<file path="src/rtl/riscv_pkg.sv">
// Shared RISC-V core widths, reset defaults and the fetch bundle type.
// Imported by every front-end stage.
package riscv_pkg;

  localparam int XLEN    = 32;
  localparam int INSTR_W = 32;

  localparam logic [XLEN-1:0] RESET_PC_DEFAULT = 32'h0000_0000;

  typedef struct packed {
    logic [XLEN-1:0]    pc;
    logic [INSTR_W-1:0] instr;
  } fetch_entry_t;

  function automatic logic [XLEN-1:0] word_align(
    input logic [XLEN-1:0] a
  );
    return {a[XLEN-1:2], 2'b00};
  endfunction

endpackage

</file>
<file path="src/rtl/if_prefetch_if.sv">
// Prefetch bundle: instruction-memory request/response, redirect,
// and the decode-facing instruction handshake.
interface if_prefetch_if;
  import riscv_pkg::*;

  logic               imem_req_o;
  logic [XLEN-1:0]    imem_addr_o;
  logic               imem_gnt_i;
  logic               imem_rvalid_i;
  logic [INSTR_W-1:0] imem_rdata_i;
  logic               redirect_i;
  logic [XLEN-1:0]    redirect_pc_i;
  logic               instr_valid_o;
  logic [INSTR_W-1:0] instr_data_o;
  logic [XLEN-1:0]    instr_pc_o;
  logic               instr_ready_i;

  modport master (
    output imem_req_o, imem_addr_o,
    input  imem_gnt_i, imem_rvalid_i, imem_rdata_i,
    input  redirect_i, redirect_pc_i,
    output instr_valid_o, instr_data_o, instr_pc_o,
    input  instr_ready_i
  );

  modport slave (
    input  imem_req_o, imem_addr_o,
    output imem_gnt_i, imem_rvalid_i, imem_rdata_i,
    output redirect_i, redirect_pc_i,
    input  instr_valid_o, instr_data_o, instr_pc_o,
    output instr_ready_i
  );

endinterface

</file>
<file path="src/rtl/if_prefetch_fifo.sv">
// fetch_fifo: DEPTH-entry {pc,instr} buffer with flush.
// Push and pop may coincide at any occupancy, including full.
module fetch_fifo
  import riscv_pkg::*;
#(
  parameter int DEPTH = 2,
  parameter int CW    = $clog2(DEPTH + 1)
) (
  input  logic         clk,
  input  logic         rst,
  input  logic         push,
  input  logic         pop,
  input  logic         flush,
  input  fetch_entry_t wdata,
  output fetch_entry_t head,
  output logic         full,
  output logic         empty,
  output logic [CW-1:0] count
);

  localparam int PW = (DEPTH > 1) ? $clog2(DEPTH) : 1;

  fetch_entry_t  mem [DEPTH];
  logic [PW-1:0] wp;
  logic [PW-1:0] rp;
  logic          do_push;
  logic          do_pop;

  function automatic logic [PW-1:0] nxt(
    input logic [PW-1:0] p
  );
    return (p == PW'(DEPTH - 1)) ? '0 : p + 1'b1;
  endfunction

  assign empty   = (count == '0);
  assign full    = (count == CW'(DEPTH));
  assign do_pop  = pop & ~empty;
  assign do_push = push & (~full | do_pop);

  always_ff @(posedge clk or posedge rst) begin
    if (rst) begin
      wp    <= '0;
      rp    <= '0;
      count <= '0;
      for (int i = 0; i < DEPTH; i++) begin
        mem[i] <= '0;
      end
    end else if (flush) begin
      wp    <= '0;
      rp    <= '0;
      count <= '0;
    end else begin
      if (do_push) begin
        mem[wp] <= wdata;
        wp      <= nxt(wp);
      end
      if (do_pop) begin
        rp <= nxt(rp);
      end
      count <= count + CW'(do_push) - CW'(do_pop);
    end
  end

  // Empty head reads as zero so stale entries never leak out.
  assign head = empty ? '0 : mem[rp];

endmodule

</file>
<file path="src/rtl/if_prefetch.sv">
// if_prefetch: instruction prefetcher with in-order response tagging,
// redirect flush and discard of in-flight responses.
module if_prefetch
  import riscv_pkg::*;
#(
  parameter logic [XLEN-1:0] RESET_PC = RESET_PC_DEFAULT,
  parameter int              DEPTH    = 2
) (
  input  logic clk,
  input  logic rst,
  if_prefetch_if.master bus
);

  localparam int          CW    = $clog2(DEPTH + 1);
  localparam logic [CW:0] LIMIT = (CW+1)'(DEPTH);

  logic [CW-1:0]   outstanding;
  logic [CW-1:0]   discard;
  logic [CW-1:0]   buffered;
  logic [XLEN-1:0] fetch_pc;
  logic [XLEN-1:0] resp_pc;
  logic [CW:0]     after_pop;
  logic [CW:0]     in_use;
  logic [CW:0]     disc_sum;
  logic            req;
  logic            grant;
  logic            rsp_live;
  logic            rsp_drop;
  logic            push;
  logic            pop;
  logic            full;
  logic            empty;
  fetch_entry_t    wdata;
  fetch_entry_t    head;

  assign pop = ~empty & bus.instr_ready_i;

  // A slot freed by this cycle's pop may be refilled right away.
  assign after_pop = {1'b0, outstanding} + {1'b0, buffered}
                   - (CW+1)'(pop);
  assign in_use    = {1'b0, outstanding} + {1'b0, discard};

  assign req = ~rst & ~bus.redirect_i
             & (after_pop < LIMIT) & (in_use < LIMIT);

  assign grant    = req & bus.imem_gnt_i;
  assign rsp_live = bus.imem_rvalid_i & (discard == '0);
  assign rsp_drop = bus.imem_rvalid_i & (discard != '0);
  assign push     = rsp_live & ~bus.redirect_i & (~full | pop);

  // On redirect every still-owed response becomes a discard.
  assign disc_sum = {1'b0, discard} + {1'b0, outstanding}
                  + (CW+1)'(grant)
                  - (CW+1)'(rsp_drop) - (CW+1)'(rsp_live);

  always_ff @(posedge clk or posedge rst) begin
    if (rst) begin
      outstanding <= '0;
      discard     <= '0;
      fetch_pc    <= word_align(RESET_PC);
      resp_pc     <= word_align(RESET_PC);
    end else if (bus.redirect_i) begin
      outstanding <= '0;
      discard     <= disc_sum[CW-1:0];
      fetch_pc    <= word_align(bus.redirect_pc_i);
      resp_pc     <= word_align(bus.redirect_pc_i);
    end else begin
      outstanding <= outstanding + CW'(grant) - CW'(rsp_live);
      discard     <= discard - CW'(rsp_drop);
      if (grant) begin
        fetch_pc <= fetch_pc + 32'd4;
      end
      if (push) begin
        resp_pc <= resp_pc + 32'd4;
      end
    end
  end

  assign wdata.pc    = resp_pc;
  assign wdata.instr = bus.imem_rdata_i;

  fetch_fifo #(
    .DEPTH (DEPTH)
  ) u_fifo (
    .clk   (clk),
    .rst   (rst),
    .push  (push),
    .pop   (pop),
    .flush (bus.redirect_i),
    .wdata (wdata),
    .head  (head),
    .full  (full),
    .empty (empty),
    .count (buffered)
  );

  assign bus.imem_req_o    = req;
  assign bus.imem_addr_o   = fetch_pc;
  assign bus.instr_valid_o = ~empty;
  assign bus.instr_data_o  = head.instr;
  assign bus.instr_pc_o    = head.pc;

endmodule

</file>
<file path="src/flat_wrapper.sv">
// flat-port wrapper written by rule: the top's interface ports become plain ports
module if_prefetch_flat import riscv_pkg::*;
#(
  parameter logic [XLEN-1:0] RESET_PC = RESET_PC_DEFAULT,
  parameter int              DEPTH    = 2
)
  (clk, rst, bus_imem_req_o, bus_imem_addr_o, bus_imem_gnt_i, bus_imem_rvalid_i, bus_imem_rdata_i, bus_redirect_i, bus_redirect_pc_i, bus_instr_valid_o, bus_instr_data_o, bus_instr_pc_o, bus_instr_ready_i);
  if_prefetch_if bus_i ();
  input  logic clk;
  input  logic rst;
  output wire logic [$bits(bus_i.imem_req_o)-1:0] bus_imem_req_o;
  output wire logic [$bits(bus_i.imem_addr_o)-1:0] bus_imem_addr_o;
  input wire logic [$bits(bus_i.imem_gnt_i)-1:0] bus_imem_gnt_i;
  input wire logic [$bits(bus_i.imem_rvalid_i)-1:0] bus_imem_rvalid_i;
  input wire logic [$bits(bus_i.imem_rdata_i)-1:0] bus_imem_rdata_i;
  input wire logic [$bits(bus_i.redirect_i)-1:0] bus_redirect_i;
  input wire logic [$bits(bus_i.redirect_pc_i)-1:0] bus_redirect_pc_i;
  output wire logic [$bits(bus_i.instr_valid_o)-1:0] bus_instr_valid_o;
  output wire logic [$bits(bus_i.instr_data_o)-1:0] bus_instr_data_o;
  output wire logic [$bits(bus_i.instr_pc_o)-1:0] bus_instr_pc_o;
  input wire logic [$bits(bus_i.instr_ready_i)-1:0] bus_instr_ready_i;
  assign bus_imem_req_o = bus_i.imem_req_o;
  assign bus_imem_addr_o = bus_i.imem_addr_o;
  assign bus_i.imem_gnt_i = bus_imem_gnt_i;
  assign bus_i.imem_rvalid_i = bus_imem_rvalid_i;
  assign bus_i.imem_rdata_i = bus_imem_rdata_i;
  assign bus_i.redirect_i = bus_redirect_i;
  assign bus_i.redirect_pc_i = bus_redirect_pc_i;
  assign bus_instr_valid_o = bus_i.instr_valid_o;
  assign bus_instr_data_o = bus_i.instr_data_o;
  assign bus_instr_pc_o = bus_i.instr_pc_o;
  assign bus_i.instr_ready_i = bus_instr_ready_i;
  if_prefetch #(.RESET_PC(RESET_PC), .DEPTH(DEPTH)) u_core (.clk(clk), .rst(rst), .bus(bus_i));
endmodule
</file>
<file path="config.mk">
export PLATFORM = sky130hd
export DESIGN_NAME = if_prefetch_flat
export DESIGN_NICKNAME = d
export VERILOG_FILES = /design/src/rtl/riscv_pkg.sv /design/src/rtl/if_prefetch_if.sv /design/src/rtl/if_prefetch_fifo.sv /design/src/rtl/if_prefetch.sv /design/src/flat_wrapper.sv
export SDC_FILE = /design/constraint.sdc
export NUM_CORES = 1
export LEC_CHECK = 0
export BUFFER_PORTS_ARGS = -buffer_cell sky130_fd_sc_hd__buf_2
export CAP_MARGIN = 20
export CORE_ASPECT_RATIO = 0.5
export CORE_UTILIZATION = 60
export CTS_BUF_LIST = sky130_fd_sc_hd__clkbuf_2
export CTS_CLUSTER_SIZE = 12
export DETAILED_ROUTE_END_ITERATION = 12
export HOLD_SLACK_MARGIN = 0.03
export PLACE_DENSITY = 0.88
export SETUP_SLACK_MARGIN = 0.4
export SLEW_MARGIN = 30
export SYNTH_ARGS = -nofsm -noshare
export SYNTH_HDL_FRONTEND = slang
export SYNTH_SLANG_ARGS = --single-unit
</file>
<file path="constraint.sdc">
create_clock -name clk -period 13.75 [get_ports clk]
set_input_delay 0.6875 -clock clk [delete_from_list [all_inputs] [get_ports clk]]
set_output_delay 0.6875 -clock clk [all_outputs]
set_load 0.1 [all_outputs]
</file>
==> impl_metrics.ini, run 1 <==
[run_status]
status = complete, no violations

[timing]
slew_headroom_pct = 40.5
fin_skew_ns = 0.0411
hold_violations = 0
setup_viol = 0
fin_crit_ns = 5.10
max_freq_ghz = 0.196
finalSetupTns_ns = 0
slew_viol_final = 0
rsz0062_at_grt = false
whs_ns = 0.0770
worst_slew_pin_slew_ns = 0.893
setup_ws_ns = 8.65
min_period_over_period_pct = 37.1

[logic_synthesis]
synthSimpleGateAreaFrac_pct = 12.9
async_flop_share_pct = 100
postSynthCellCount = 835
synth_edf_count = 0
ys.warnings.count = 0
ys_seq_area_share_pct = 50.2
synth_cell_types = 52
synth_xor_area_share_pct = 4.57
synthAdderAreaFrac_pct = 2.06
muxShareOfSynthArea_pct = 23.0
syn_area_per_cell_um2 = 11.5
synth_area_um2 = 9580
synth_top_family_by_area = multiplexers
synth_ff_type = dfrtp_1
synth_seq_cells = 192
synth_compound_area_share_pct = 4.00

[floorplanning]
initial_utilization_pct = 61.8
die_height_um = 91.3
pin_count = 168
die-area_um2 = 16500
die_w_um = 181
coreArea_um2 = 15500
rows = 32

[clocking]
post_cts_resized = 0
cts_root_buffer = clkbuf_2
postCtsSetupBuffers = 0
cts-hold-fix-buffers = 0
cts_buffers = 17
htreeDepth = 4
path_clk_slew_ns = 0.30
cts_buffer_depth = 2
clock_latency_ns = 0.75
tritoncts = yes
clock_sinks = 192

[setup_path]
required_ns = 13.06
slowest_delay_ns = 0.67
crit_slowest_cell = or4b_1
cp_common_cell = inv_2
cp-end-kind = output port
crit_fanout = 63
crit_type = reg -> out
critPathLaunchType = register
crit_family = simple AND/OR/NAND/NOR gates
cp_num_buf_inv = 4
crit_chain = nor2_4 -> buf_4 -> inv_2 -> and2_1 -> ha_1 -> nand2b_1 -> fa_1 -> xnor2_1 -> or4b_1 -> inv_2 -> buf_2
critPathArrivalTime_ns = 4.41

[grt]
grt.total_usage_pct = 26.5
antenna_found_initial = 1
grt-ovfl-total = 0
first_global_vias = 6864
grt_pass1_wl_mm = 34.6
grt_max_degree = 120

[detailed_routing]
final_antenna_net_count = 0
drt_iter0_drc = 415
firstDrtPassIters = 5
routedWlPerCell_um = 17.6
via_per_inst = 5.80
vias = 6916
routed_wirelength_mm = 21.0
drt_drc_violations_left = 0

[power]
vdd_drop_max_mv = 0.173
p_per_area_nw_per_um2 = 235
leakage_nw = 5.03

[placement]
io_buffers = 161
dpl_worst_slack_ns = 9.40
gp_congestion = 0.819
dp_hpwl_mm = 14.7

[job]
maxCapViolCount = 0

[cells_and_area]
area_growth_pct = 12.4
nets = 1059
drive_gt1_share_pct = 23.7

[hold_path]
worstHoldPathType = in -> async
metal layers:
metal | routed length, um | vias to the layer above | share of wire, % | GRT usage, %
met5 | 0 | - | 0 | 0
met4 | 280 | 0 | 1.3 | 7.69
met3 | 1200 | 26 | 5.7 | 3.85
met2 | 9870 | 224 | 47 | 42.4
met1 | 9650 | 3463 | 46 | 37.9
li1 | - | 3203 | - | -
cells in the final DEF (no fill, tap or decap), types with 3 or more instances in the layout:
cell type / n
dfrtp_1: 191
buf_2: 161
mux2_1: 120
nor2_1: 89
mux2i_1: 63
nand2_1: 48
xnor2_1: 30
nand3_1: 28
nand4_1: 21
o21ai_1: 21
mux2_2: 20
xor2_1: 20
clkbuf_2: 17
inv_1: 14
o211ai_1: 13
ha_1: 11
and3_1: 10
nor3_1: 9
nor4_1: 9
and4_1: 6
a21boi_1: 6
and2_1: 5
nand2b_1: 5
or3_1: 4
inv_2: 4
o311ai_1: 4
inv_8: 4
conb_1: 4
inv_6: 4
clkinv_4: 4
nor4_2: 3
a21oi_1: 3
fa_1: 3
worst paths after layout:
kind	depth (start not counted)	end	slack, ns	from
setup / recovery	11	bus_imem_req_o	8.65	u_core.u_fifo.count[0]
hold / removal	2	u_core.resp_pc[31]	0.08	rst
setup reg to reg	15	u_core.discard[1]	9.38	u_core.u_fifo.count[0]
hold reg to reg	1	u_core.u_fifo.mem[77]	0.52	u_core.u_fifo.mem[77]
max in group asynchronous	3	u_core.u_fifo.mem[109]	12.45	rst
min in group clk	2	u_core.u_fifo.mem[15]	0.13	bus_imem_rdata_i[15]
state kept, by name (all words and copies together), names as in the netlist:
name / flops
u_core.bus.imem_addr_o: 30
u_core.u_fifo.mem: 124
u_core.outstanding: 2
u_core.discard: 2
u_core.u_fifo.wp: 1
u_core.u_fifo.rp: 1
u_core.u_fifo.count: 2
u_core.resp_pc: 30
cell families (layout without fill, tap and decap cells):
kind of cell,Yosys count,in the layout
fa+ha+maj,14,14
xor+xnor,50,50
buf+inv,67,217
simple gates,250,250
mux,203,203
compound gates,58,58
flops,192,192
other cells,1,5
final cells by class:
class                   count  area (um2)
clock buffers              17        85.1
clock inverters            15         150
diodes                      1        2.50
repair buffers            166         872
flip-flops and latches    192        4810
inverters                  19        78.8
multi-input cells         579        4510
well taps                 204         255
fillers                  1128        4740
synthesized netlist by cell type, types with 2 or more instances:
master	count	area share, %
dfrtp_1	192	50
mux2_1	120	14
nor2_1	90	3.5
mux2i_1	63	6.6
nand2_1	48	1.9
xnor2_1	30	2.7
nand3_1	29	1.5
clkbuf_1	26	1.0
nand4_1	21	1.4
o21ai_1	21	1.1
mux2_2	20	2.4
xor2_1	20	1.8
inv_1	15	0.59
o211ai_1	13	1.0
buf_2	11	0.57
ha_1	11	1.4
and3_1	10	0.65
nor4_1	10	0.65
buf_4	9	0.71
nor3_1	9	0.47
a21boi_1	6	0.47
and4_1	6	0.55
and2_1	5	0.33
nand2b_1	5	0.33
inv_2	4	0.16
o311ai_1	4	0.37
or3_1	4	0.26
a21oi_1	3	0.16
fa_1	3	0.63
a22oi_1	2	0.16
nor2b_1	2	0.13
nor4_2	2	0.26
o31a_1	2	0.18
worst reg2reg max path, cell delays in order, from the launching register on:
cell and delay, ns:
dfrtp_1 0.51, nor2_4 0.12, buf_4 0.55, inv_2 0.09
and2_1 0.25, ha_1 0.28, nand2b_1 0.15, fa_1 0.38
xnor2_1 0.16, or4_4 0.63, fa_1 0.52, inv_1 0.04
ha_1 0.19, xor2_1 0.17, xnor2_1 0.13, a21oi_1 0.08
metrics by stage:
stage	utilization, %	total power (W)	std cells	cell area (um2)
after floorplan	-	0.00202	838	9590
after global placement	67.6	0.00221	1158	10500
after detailed placement	67.9	0.00227	1160	10500
after CTS	69.4	0.00254	1192	10800
after global routing	69.4	0.00265	1193	10800
final	69.4	0.00253	1193	10800
power by group:
part / switching, W / total, W / internal, W / leakage (nW)
sequential: 0.000142 / 0.000880 / 0.000738 / 2.40
combinational: 0.00104 / 0.00137 / 0.000329 / 2.49
clock: 0.000205 / 0.000277 / 0.0000724 / 0.143
total: 0.00139 / 0.00253 / 0.00114 / 5.03
(Power assumes the default switching activity.)
==> inputs of run 2 (changes only) <==
--- a/config.mk
+++ b/config.mk
@@ -8,12 +8,12 @@
 export BUFFER_PORTS_ARGS = -buffer_cell sky130_fd_sc_hd__buf_2
 export CAP_MARGIN = 20
 export CORE_ASPECT_RATIO = 0.5
-export CORE_UTILIZATION = 60
+export CORE_UTILIZATION = 53
 export CTS_BUF_LIST = sky130_fd_sc_hd__clkbuf_2
 export CTS_CLUSTER_SIZE = 12
 export DETAILED_ROUTE_END_ITERATION = 12
 export HOLD_SLACK_MARGIN = 0.03
-export PLACE_DENSITY = 0.88
+export PLACE_DENSITY = 0.82
 export SETUP_SLACK_MARGIN = 0.4
 export SLEW_MARGIN = 30
 export SYNTH_ARGS = -nofsm -noshare
==> constraint.sdc (replaced) <==
create_clock -name clk -period 4.57 [get_ports clk]
set_input_delay 0.2285 -clock clk [delete_from_list [all_inputs] [get_ports clk]]
set_output_delay 0.2285 -clock clk [all_outputs]
set_load 0.1 [all_outputs]
==> impl_metrics.ini, run 2 (same netlist as run 1, synthesis figures left out) <==
[floorplanning]
coreArea_um2 = 17500
rows = 34
initial_utilization_pct = 54.6
die_w_um = 192
die_height_um = 97.0
pin_count = 168
die-area_um2 = 18600

[detailed_routing]
drt_drc_violations_left = 0
via_per_inst = 5.59
firstDrtPassIters = 5
routedWlPerCell_um = 17.3
met2_length_mm = 10.8
final_antenna_net_count = 0
routed_wirelength_mm = 22.4
drt_iter0_drc = 386
highest_layer = met4
wl_met3_mm = 1.19
vias = 7226
m1WireLength_mm = 10.2

[hold_path]
worstHoldPathType = in -> async

[timing]
rsz0062_at_grt = false
min_period_over_period_pct = 85.6
fin_skew_ns = 0.0573
slew_viol_final = 0
hold_violations = 0
slew_headroom_pct = 37.8
worst_slew_pin_slew_ns = 0.934
finalSetupTns_ns = 0
setup_viol = 0
max_freq_ghz = 0.256
fin_crit_ns = 3.91

[cells_and_area]
diodes = 0
multi_input_comb_area_um2 = 4510
drive_gt1_share_pct = 22.4
fill_cells = 1319
final_cell_mix = dfrtp_1, buf_2, mux2_1
final_core_util_pct = 65.6
regArea_um2 = 4810
fin_cells = 1292
layout.cells.most_common = dfrtp_1
largest_register_ffs = 124
area_growth_pct = 20.1
nets = 1129
regMostFlops = u_core.u_fifo.mem

[setup_path]
critPathLaunchType = register
cp_num_buf_inv = 3
required_ns = 4.34
worst_r2r_endpoint = u_core.discard[1]
crit_chain = nor2_4 -> inv_4 -> and2_1 -> ha_1 -> nand2b_1 -> fa_1 -> xnor2_1 -> or4b_1 -> inv_2 -> clkbuf_4
timing.rr.start = u_core.u_fifo.count[0]
cp-end-kind = output port
crit_family = simple AND/OR/NAND/NOR gates
critPathArrivalTime_ns = 3.68
r2r_slack_ns = 0.82
crit_fanout = 6
crit_type = reg -> out
crit_slowest_cell = or4b_1
slowest_delay_ns = 0.67
r2r_cells = 14
crit_cells = 10

[clocking]
cts_root_buffer = clkbuf_2
cts_buffers = 17
clock_sinks = 192
htreeDepth = 4
clock_latency_ns = 0.76
postCtsSetupBuffers = 0
path_clk_slew_ns = 0.33
tritoncts = yes
cts_buffer_depth = 2

[grt]
grt.total_usage_pct = 24.8
grt_max_degree = 83
grt_pass1_wl_mm = 36.4
antenna_found_initial = 0
first_global_vias = 7157
grt-ovfl-total = 0

[placement]
io_buffers = 161
dp_hpwl_mm = 14.6
gp_congestion = 0.888
dp_cells = 1192

[power]
p_total_w = 0.00764
clkPwrFrac_pct = 10.8
pwr-share-comb_pct = 54.6
p_seq_share_pct = 34.5
power_switching_share_pct = 55.0
leakage_nw = 5.32
vdd_drop_max_mv = 0.548
power.switching_w = 0.00421
p_per_area_nw_per_um2 = 665
p_int_w = 0.00344

[job]
maxCapViolCount = 0

[run_status]
status = complete, no violations
## run 2: routing by layer
metal | vias up | track usage (%)
li1 | 3344 | -
met5 | - | 0
met1 | 3646 | 34.6
met4 | 0 | 4.78
met3 | 21 | 4.64
met2 | 215 | 40.6
## run 2: metrics by stage
step	setup slack (ns)	hold WS, ns	cell area [um2]
after floorplan	0.447	0.360	9590
after detailed placement	0.855	0.457	10600
after global routing	0.405	0.114	11500
after CTS	0.488	0.102	11500
after global placement	0.935	0.441	10600
final	0.657	0.163	11500
## run 2: cell type report
cell class / count / area share (%)
clock buffers: 18 / 0.783
clock inverters: 14 / 1.19
inverters: 19 / 0.675
multi-input cells: 579 / 39.2
flip-flops and latches: 192 / 41.8
well taps: 234 / 2.55
repair buffers: 236 / 13.8
## run 2: worst max path at each step
stage	start	to	slack, ns
floorplan	u_core.u_fifo.count[0]	u_core.discard[1]	0.45
global placement	u_core.u_fifo.count[0]	u_core.discard[1]	0.94
detailed placement	u_core.u_fifo.count[0]	u_core.discard[1]	0.85
CTS	u_core.u_fifo.count[0]	bus_imem_req_o	0.49
global route	u_core.u_fifo.count[0]	bus_imem_req_o	0.40
finish	u_core.u_fifo.count[0]	bus_imem_req_o	0.66
## run 2: worst min-delay path, stage by stage
cell,delay (ns)
dlygate4sd3_1,0.54
buf_2,0.16
clkinvlp_4,0.56
## run 2: power groups by stage
stage	combinational, W	sequential, W	clock (W)
2_1_floorplan	0.00333	0.00274	0
3_3_place_gp	0.00401	0.00268	0
3_5_place_dp	0.00414	0.00267	0
4_1_cts	0.00419	0.00263	0.000856
5_1_grt	0.00442	0.00271	0.000931
6_report	0.00417	0.00264	0.000829
## run 2: repair_timing
action / 4_1_cts / 5_1_grt
hold buffers: 68 / 0
gates resized for setup: 0 / 1
endpoints found under the hold margin: 163 / 0
endpoints found under the setup margin: 0 / 1
